File: src/rtl/mem_access_unit.sv
// Request/ack bridge between the multicycle MIPS controller and a variable-latency memory; owns IR and MDR.
// Optional MEM_TIMEOUT_EN aborts a WAIT after TIMEOUT ack-less cycles and raises sticky mem_err.
module mem_access_unit #(
   parameter int DATA_W  = 32,
   parameter int TIMEOUT = 16
) (
   input  logic              clk,
   input  logic              reset,
   input  logic              memread,
   input  logic              memwrite,
   input  logic              IR_write,
   input  logic [DATA_W-1:0] addr,
   input  logic [DATA_W-1:0] wdata,
   output logic              stall,
   output logic [DATA_W-1:0] instr,
   output logic [DATA_W-1:0] mdr,
   output logic [5:0]        opcode,
   output logic [5:0]        opr,
   output logic              mem_req,
   output logic              mem_we,
   output logic [DATA_W-1:0] mem_addr,
   output logic [DATA_W-1:0] mem_wdata,
   input  logic [DATA_W-1:0] mem_rdata,
   input  logic              mem_ack
`ifdef MEM_TIMEOUT_EN
   ,
   output logic              mem_err
`endif
);

   typedef enum logic {IDLE = 1'b0, WAIT = 1'b1} state_t;

   state_t            state;
   logic              we_q;
   logic              ir_sel_q;
   logic [DATA_W-1:0] addr_q;
   logic [DATA_W-1:0] wdata_q;
   logic              strobe;
   logic              abort;

   assign strobe = memread | memwrite;

`ifdef MEM_TIMEOUT_EN
   localparam int CW = $clog2(TIMEOUT + 1);
   logic [CW-1:0] cnt;
   logic          err_q;

   assign abort   = (state == WAIT) && !mem_ack && (cnt == CW'(TIMEOUT));
   assign mem_err = err_q;

   always_ff @(posedge clk) begin
      if (reset) begin
         cnt   <= '0;
         err_q <= 1'b0;
      end else if (state != WAIT || mem_ack || abort) begin
         cnt   <= '0;
         if (abort) err_q <= 1'b1;
      end else begin
         cnt <= cnt + 1'b1;
      end
   end
`else
   assign abort = 1'b0;
`endif

   // Combinational so the controller advances on the same edge that captures data.
   assign stall = ((state == IDLE) && strobe) ||
                  ((state == WAIT) && !mem_ack && !abort);

   always_ff @(posedge clk) begin
      if (reset) begin
         state    <= IDLE;
         we_q     <= 1'b0;
         ir_sel_q <= 1'b0;
         addr_q   <= '0;
         wdata_q  <= '0;
         instr    <= '0;
         mdr      <= '0;
      end else begin
         case (state)
            IDLE: begin
               if (strobe) begin
                  addr_q   <= addr;
                  wdata_q  <= wdata;
                  we_q     <= memwrite;
                  ir_sel_q <= IR_write & ~memwrite;
                  state    <= WAIT;
               end
            end
            WAIT: begin
               if (mem_ack) begin
                  if (!we_q) begin
                     mdr <= mem_rdata;
                     if (ir_sel_q) instr <= mem_rdata;
                  end
                  state <= IDLE;
               end else if (abort) begin
                  state <= IDLE;
               end
            end
            default: state <= IDLE;
         endcase
      end
   end

   assign mem_req   = (state == WAIT);
   assign mem_we    = we_q;
   assign mem_addr  = addr_q;
   assign mem_wdata = wdata_q;
   assign opcode    = instr[31:26];
   assign opr       = instr[5:0];

endmodule

File: config.mk
export PLATFORM = sky130hd
export DESIGN_NAME = mem_access_unit
export DESIGN_NICKNAME = d
export VERILOG_FILES = /design/src/rtl/mem_access_unit.sv
export SDC_FILE = /design/constraint.sdc
export NUM_CORES = 1
export LEC_CHECK = 0
export CORE_UTILIZATION = 39
export DETAILED_ROUTE_END_ITERATION = 8
export HOLD_SLACK_MARGIN = 0.06
export PLACE_DENSITY = 0.86
export SLEW_MARGIN = 20
export SYNTH_ARGS = -nofsm -noshare
export SYNTH_HDL_FRONTEND = slang
export SYNTH_SLANG_ARGS = --single-unit
export TNS_END_PERCENT = 100
File: constraint.sdc
create_clock -name clk -period 1.11 [get_ports clk]
set_input_delay 0.111 -clock clk [delete_from_list [all_inputs] [get_ports clk]]
set_output_delay 0.111 -clock clk [all_outputs]
set_load 0.05 [all_outputs]
# Yosys cells after proc, flatten, opt, wreduce, memory -nomap -nowiden
# Cells that the tools add are included.
# Widths: inputs -> output; s select.
# word_totals
reg_bits,131
elab_cells,22
# classes
n_mux,3
bitwise,5
n_reduce_logical,7
# ops
op,n
$reduce_and 4->1,1
$not 1->1,3
$reduce_and 3->1,1
$logic_and 1x1->1,2
$mux 1,2
$pmux 1 s2,1
$reduce_and 2->1,1
$and 1x1->1,1
$logic_not 1->1,1
$logic_or 1x1->1,1
$or 1x1->1,1

# Longest topological paths before layout
# depth
ltp_word,3
mapped_depth,5

# Worst setup path before layout
# Ideal clock, no wire load.
# synth_timing
path_type,flip-flop to flip-flop
from,"reg state, in the netlist mem_req"
to,reg instr[10]
setup_ns,0.072
arrival_ns,1.524
slack_ns,-0.486
path_stages_with_launch,5
period_less_slack_ns,1.596
cell_sequence,dfxtp_1 > and4b_1 > buf_4 > buf_4 > mux2i_1
# synth_between
elab_chain_len,1
# synth_rtl
element,line_no,source
from (decl),33,state_t state;
from (signal assigned),72,state <= IDLE;
from (signal assigned),87,state <= WAIT;
from (signal assigned),96,state <= IDLE;
$reduce_and 4->1 (no source line),-,
to (signal assigned),94,if (ir_sel_q) instr <= mem_rdata;
to (decl),15,"output logic [DATA_W-1:0] instr,"
# Every way passes these cells.
# A chain may end at the register's enable or synchronous reset.

# Worst setup path after layout
# layout_timing
from,"reg state, in the netlist mem_req"
to,out stall
# layout_between
elab_chain_len,3
# layout_rtl
element,line_no,source
$not 1->1,-,
$logic_and 1x1->1,67,assign stall = ((state == IDLE) && strobe) ||
$logic_or 1x1->1 *,67,
to (decl),14,"output logic stall,"
# Every way passes the cells marked *; elsewhere a longest branch is shown, timed or not.

==> impl_metrics.xml <==
<?xml version="1.0" encoding="UTF-8"?>
<metrics>
  <group name="run_status">
    <metric name="outcome" unit="">complete, but fails checks</metric>
    <metric name="failed_checks" unit="">setup timing</metric>
  </group>
  <group name="grt">
    <metric name="grt_first_pass_wirelength" unit="um">26700</metric>
    <metric name="overflow" unit="">0</metric>
    <metric name="grt_start_max_net_pins" unit="">85</metric>
    <metric name="first_global_vias" unit="">5133</metric>
    <metric name="initial_antenna_violation_count" unit="">0</metric>
    <metric name="track_usage" unit="">0.237</metric>
  </group>
  <group name="clock_network">
    <metric name="cts_buffer_depth" unit="">2</metric>
    <metric name="clkSinkCount" unit="">131</metric>
    <metric name="source_to_sink_clock_delay_at_the_later_pin_of_the_worst_skew_pair" unit="ns">0.41</metric>
    <metric name="tritoncts" unit="">yes</metric>
    <metric name="clkSlewWorstSetupHoldPaths" unit="ns">0.06</metric>
    <metric name="htree_levels" unit="">4</metric>
    <metric name="cts_inserted_buffers" unit="">17</metric>
    <metric name="cts_root_buffer" unit="">sky130_fd_sc_hd__clkbuf_16</metric>
  </group>
  <group name="timing">
    <metric name="count_of_final_hold_check_violations" unit="">0</metric>
    <metric name="setup_tns" unit="ns">-17.24</metric>
    <metric name="setup_repair_after_global_routing_missed_its_margin" unit="">yes</metric>
    <metric name="post-route-worst-setup-slack" unit="ns">-0.255</metric>
    <metric name="final_min_period_over_clock_period" unit="">1.23</metric>
    <metric name="setup-violations-final" unit="">134</metric>
    <metric name="fmaxAchievable" unit="MHz">732</metric>
    <metric name="skew" unit="ns">0.00480</metric>
    <metric name="report.final.slew_viol_count" unit="">0</metric>
    <metric name="period_minus_slack" unit="ns">1.37</metric>
    <metric name="timing_worst_slew_pin_value" unit="ns">0.259</metric>
    <metric name="slew-limit-headroom" unit="">0.827</metric>
    <metric name="fin_hold_ws" unit="ns">0.262</metric>
  </group>
  <group name="pwr">
    <metric name="irDropWorstVdd" unit="V">0.000905</metric>
    <metric name="total_power" unit="W">0.0147</metric>
    <metric name="power_density" unit="nW/um^2">1340</metric>
    <metric name="p_leak" unit="nW">4.55</metric>
  </group>
  <group name="routing">
    <metric name="detail-route-antenna-nets" unit="">0</metric>
    <metric name="wl" unit="um">17600</metric>
    <metric name="drt_iter0_markers" unit="">134</metric>
    <metric name="number_of_search_and_repair_iterations_in_the_first_detailed_routing_pass" unit="">4</metric>
    <metric name="vias_per_cell" unit="">4.78</metric>
    <metric name="drc_errors" unit="">0</metric>
    <metric name="vias" unit="">4746</metric>
    <metric name="wire_per_inst" unit="um">17.8</metric>
  </group>
  <group name="layout">
    <metric name="n_antenna_cell" unit="">0</metric>
    <metric name="area_growth" unit="%">90.3</metric>
    <metric name="nets" unit="">902</metric>
    <metric name="proportion_of_layout_cells_with_a_drive_suffix_above_1" unit="">0.325</metric>
    <metric name="stdcell_count" unit="">993</metric>
    <metric name="final.fill_count" unit="">849</metric>
  </group>
  <group name="job">
    <metric name="cap_violations" unit="">0</metric>
  </group>
  <group name="yosys">
    <metric name="register_bit_count_reported_by_yosys" unit="">131</metric>
    <metric name="cell_area_after_synthesis" unit="um^2">5730</metric>
    <metric name="synth_area_per_cell" unit="um^2">10.4</metric>
    <metric name="async_reset_ff_frac" unit="">0</metric>
    <metric name="post_synth_inst_count" unit="">550</metric>
    <metric name="seq_area_frac_synth" unit="">0.458</metric>
    <metric name="yosys.cell_count.top_type" unit="">sky130_fd_sc_hd__nand2b_1</metric>
    <metric name="synth_warnings" unit="">0</metric>
    <metric name="post-synth-top-area-fraction" unit="">0.458</metric>
    <metric name="synth_enable_flop_cells" unit="">0</metric>
    <metric name="synth_cell_type_count" unit="">18</metric>
    <metric name="synth_top_cells_by_area" unit="">sky130_fd_sc_hd__dfxtp_1, sky130_fd_sc_hd__nand2b_1, sky130_fd_sc_hd__mux2i_1, sky130_fd_sc_hd__buf_4, sky130_fd_sc_hd__clkbuf_1</metric>
    <metric name="netlist_top_cells_count" unit="">sky130_fd_sc_hd__nand2b_1, sky130_fd_sc_hd__dfxtp_1, sky130_fd_sc_hd__mux2i_1</metric>
    <metric name="synth_ff_type" unit="">sky130_fd_sc_hd__dfxtp_1</metric>
    <metric name="syn-num-nets" unit="">652</metric>
    <metric name="cell_accounting_for_the_most_synthesized_area" unit="">sky130_fd_sc_hd__dfxtp_1</metric>
  </group>
  <group name="setup_path">
    <metric name="crit_path_cell_trace" unit="">buf_6, o21bai_4, nand2_2, buf_12</metric>
    <metric name="critical_path.max_fanout" unit="">2</metric>
    <metric name="cpMaxStageDelayCell" unit="">sky130_fd_sc_hd__dfxtp_4</metric>
    <metric name="crit_required" unit="ns">1.00</metric>
    <metric name="path_class" unit="">reg -&gt; out</metric>
    <metric name="cp_data_arrival_time" unit="ns">1.25</metric>
    <metric name="start_kind" unit="">flip-flop</metric>
    <metric name="cp-end-kind" unit="">output pin</metric>
    <metric name="max_stage_delay" unit="ns">0.35</metric>
  </group>
  <group name="floorplanning">
    <metric name="core" unit="um^2">14100</metric>
    <metric name="initial_core_util" unit="">0.406</metric>
    <metric name="floorplan.rows" unit="">43</metric>
    <metric name="io_pins" unit="">245</metric>
    <metric name="fp.dieH" unit="um">123</metric>
    <metric name="chipWidth" unit="um">123</metric>
    <metric name="die-area" unit="um^2">15200</metric>
  </group>
  <group name="placed_design">
    <metric name="portBuffers" unit="">244</metric>
    <metric name="hpwl" unit="um">12000</metric>
    <metric name="place_worst_setup_slack" unit="ns">-0.333</metric>
    <metric name="globalplace.congestion" unit="">0.793</metric>
    <metric name="place.detailed.instances" unit="">941</metric>
  </group>
  <group name="worst_hold_path">
    <metric name="min_path_type" unit="">in -&gt; reg</metric>
  </group>
</metrics>
## routing by layer
metal  share of wire  vias up  track usage
met5               0        -            0
met4           0.040        0        0.128
met3           0.069       45       0.0756
met2            0.52      189        0.425
met1            0.38     2234        0.244
li1                -     2278            -
## sequential cells by signal, indices dropped and copies added (netlist names)
register	cells
mem_wdata	32
mdr	32
instr	32
ir_sel_q	1
mem_we	1
mem_addr	32
mem_req	1
## path summary, 6_finish.rpt
check        slack, ns          start  cells after the start            end
max              -0.26        mem_req                      4          stall
min               0.26      wdata[11]                      3  mem_wdata[11]
max reg2reg      -0.21        mem_req                      5  mem_wdata[27]
min reg2reg       0.50  mem_wdata[24]                      2  mem_wdata[24]
## placed cells by master, fill, tap and decap left out
cell type / synthesis / final
sky130_fd_sc_hd__a21oi_1: 1 / 1
sky130_fd_sc_hd__and3b_2: 0 / 1
sky130_fd_sc_hd__and4b_2: 0 / 1
sky130_fd_sc_hd__buf_12: 0 / 153
sky130_fd_sc_hd__buf_16: 0 / 4
sky130_fd_sc_hd__buf_4: 18 / 6
sky130_fd_sc_hd__buf_6: 5 / 11
sky130_fd_sc_hd__buf_8: 0 / 4
sky130_fd_sc_hd__bufinv_16: 0 / 3
sky130_fd_sc_hd__clkbuf_1: 25 / 2
sky130_fd_sc_hd__clkbuf_16: 0 / 21
sky130_fd_sc_hd__clkbuf_8: 0 / 4
sky130_fd_sc_hd__clkdlybuf4s50_1: 0 / 100
sky130_fd_sc_hd__clkinv_2: 0 / 4
sky130_fd_sc_hd__clkinv_4: 0 / 1
sky130_fd_sc_hd__clkinvlp_4: 0 / 1
sky130_fd_sc_hd__dfxtp_1: 131 / 94
sky130_fd_sc_hd__dfxtp_2: 0 / 28
sky130_fd_sc_hd__dfxtp_4: 0 / 9
sky130_fd_sc_hd__dlygate4sd3_1: 0 / 1
sky130_fd_sc_hd__mux2i_1: 129 / 123
sky130_fd_sc_hd__mux2i_2: 0 / 6
sky130_fd_sc_hd__nand2_2: 0 / 1
sky130_fd_sc_hd__nand2b_1: 227 / 227
sky130_fd_sc_hd__nand3b_1: 1 / 1
sky130_fd_sc_hd__nand4b_4: 0 / 1
sky130_fd_sc_hd__o21ai_2: 0 / 1
sky130_fd_sc_hd__o21ba_4: 0 / 1
sky130_fd_sc_hd__o21bai_4: 0 / 1
sky130_fd_sc_hd__or3b_2: 2 / 1
sky130_fd_sc_hd__or3b_4: 0 / 1
## cell families (layout without fill, tap and decap cells)
| kind of cell | after synthesis | in the layout | share of synthesized area |
|---|---|---|---|
| AO/OA/AOI/OAI | 4 | 4 | 0.00480 |
| multiplexers | 129 | 129 | 0.225 |
| flip-flops | 131 | 131 | 0.458 |
| buffers and inverters | 52 | 315 | 0.0533 |
| AND/OR/NAND/NOR | 234 | 234 | 0.259 |
## critical path, delay by kind of cell, from the launching register on
kind	cells	cell delay [ns]
DFF	1	0.35
buffers and inverters	2	0.25
AOI/OAI and AO/OA	1	0.16
and+or+nand+nor	1	0.08
## power breakdown
group          leakage, nW  internal, W  switching [W]  total [W]
combinational         3.16      0.00198        0.00165    0.00364
clock                0.303      0.00376        0.00201    0.00576
sequential            1.09      0.00497       0.000295    0.00526
total                 4.55       0.0107        0.00395     0.0147
## through the flow
step | util | area, um^2
final | 0.774 | 10900
after global routing | 0.774 | 10900
after CTS | 0.769 | 10800
after detailed placement | 0.694 | 9790
after global placement | 0.694 | 9790
after floorplan | - | 5800
## final cells by class
class	count	area (um^2)	share of cell area
repair buffers	283	4510	0.414
multi-input cells	367	2860	0.262
flip-flops and latches	131	2690	0.247
clock buffers	23	488	0.0447
well taps	180	225	0.0207
clock inverters	9	126	0.0116
## repair_timing
action,4_1_cts,5_1_grt
gates cloned,8,1
resized for setup,45,41
hold endpoints to repair,1,0
hold buffers,1,0
pin swaps,1,2
setup endpoints to repair,125,159
setup buffers,8,4
Power figures use the tool's default switching activity.
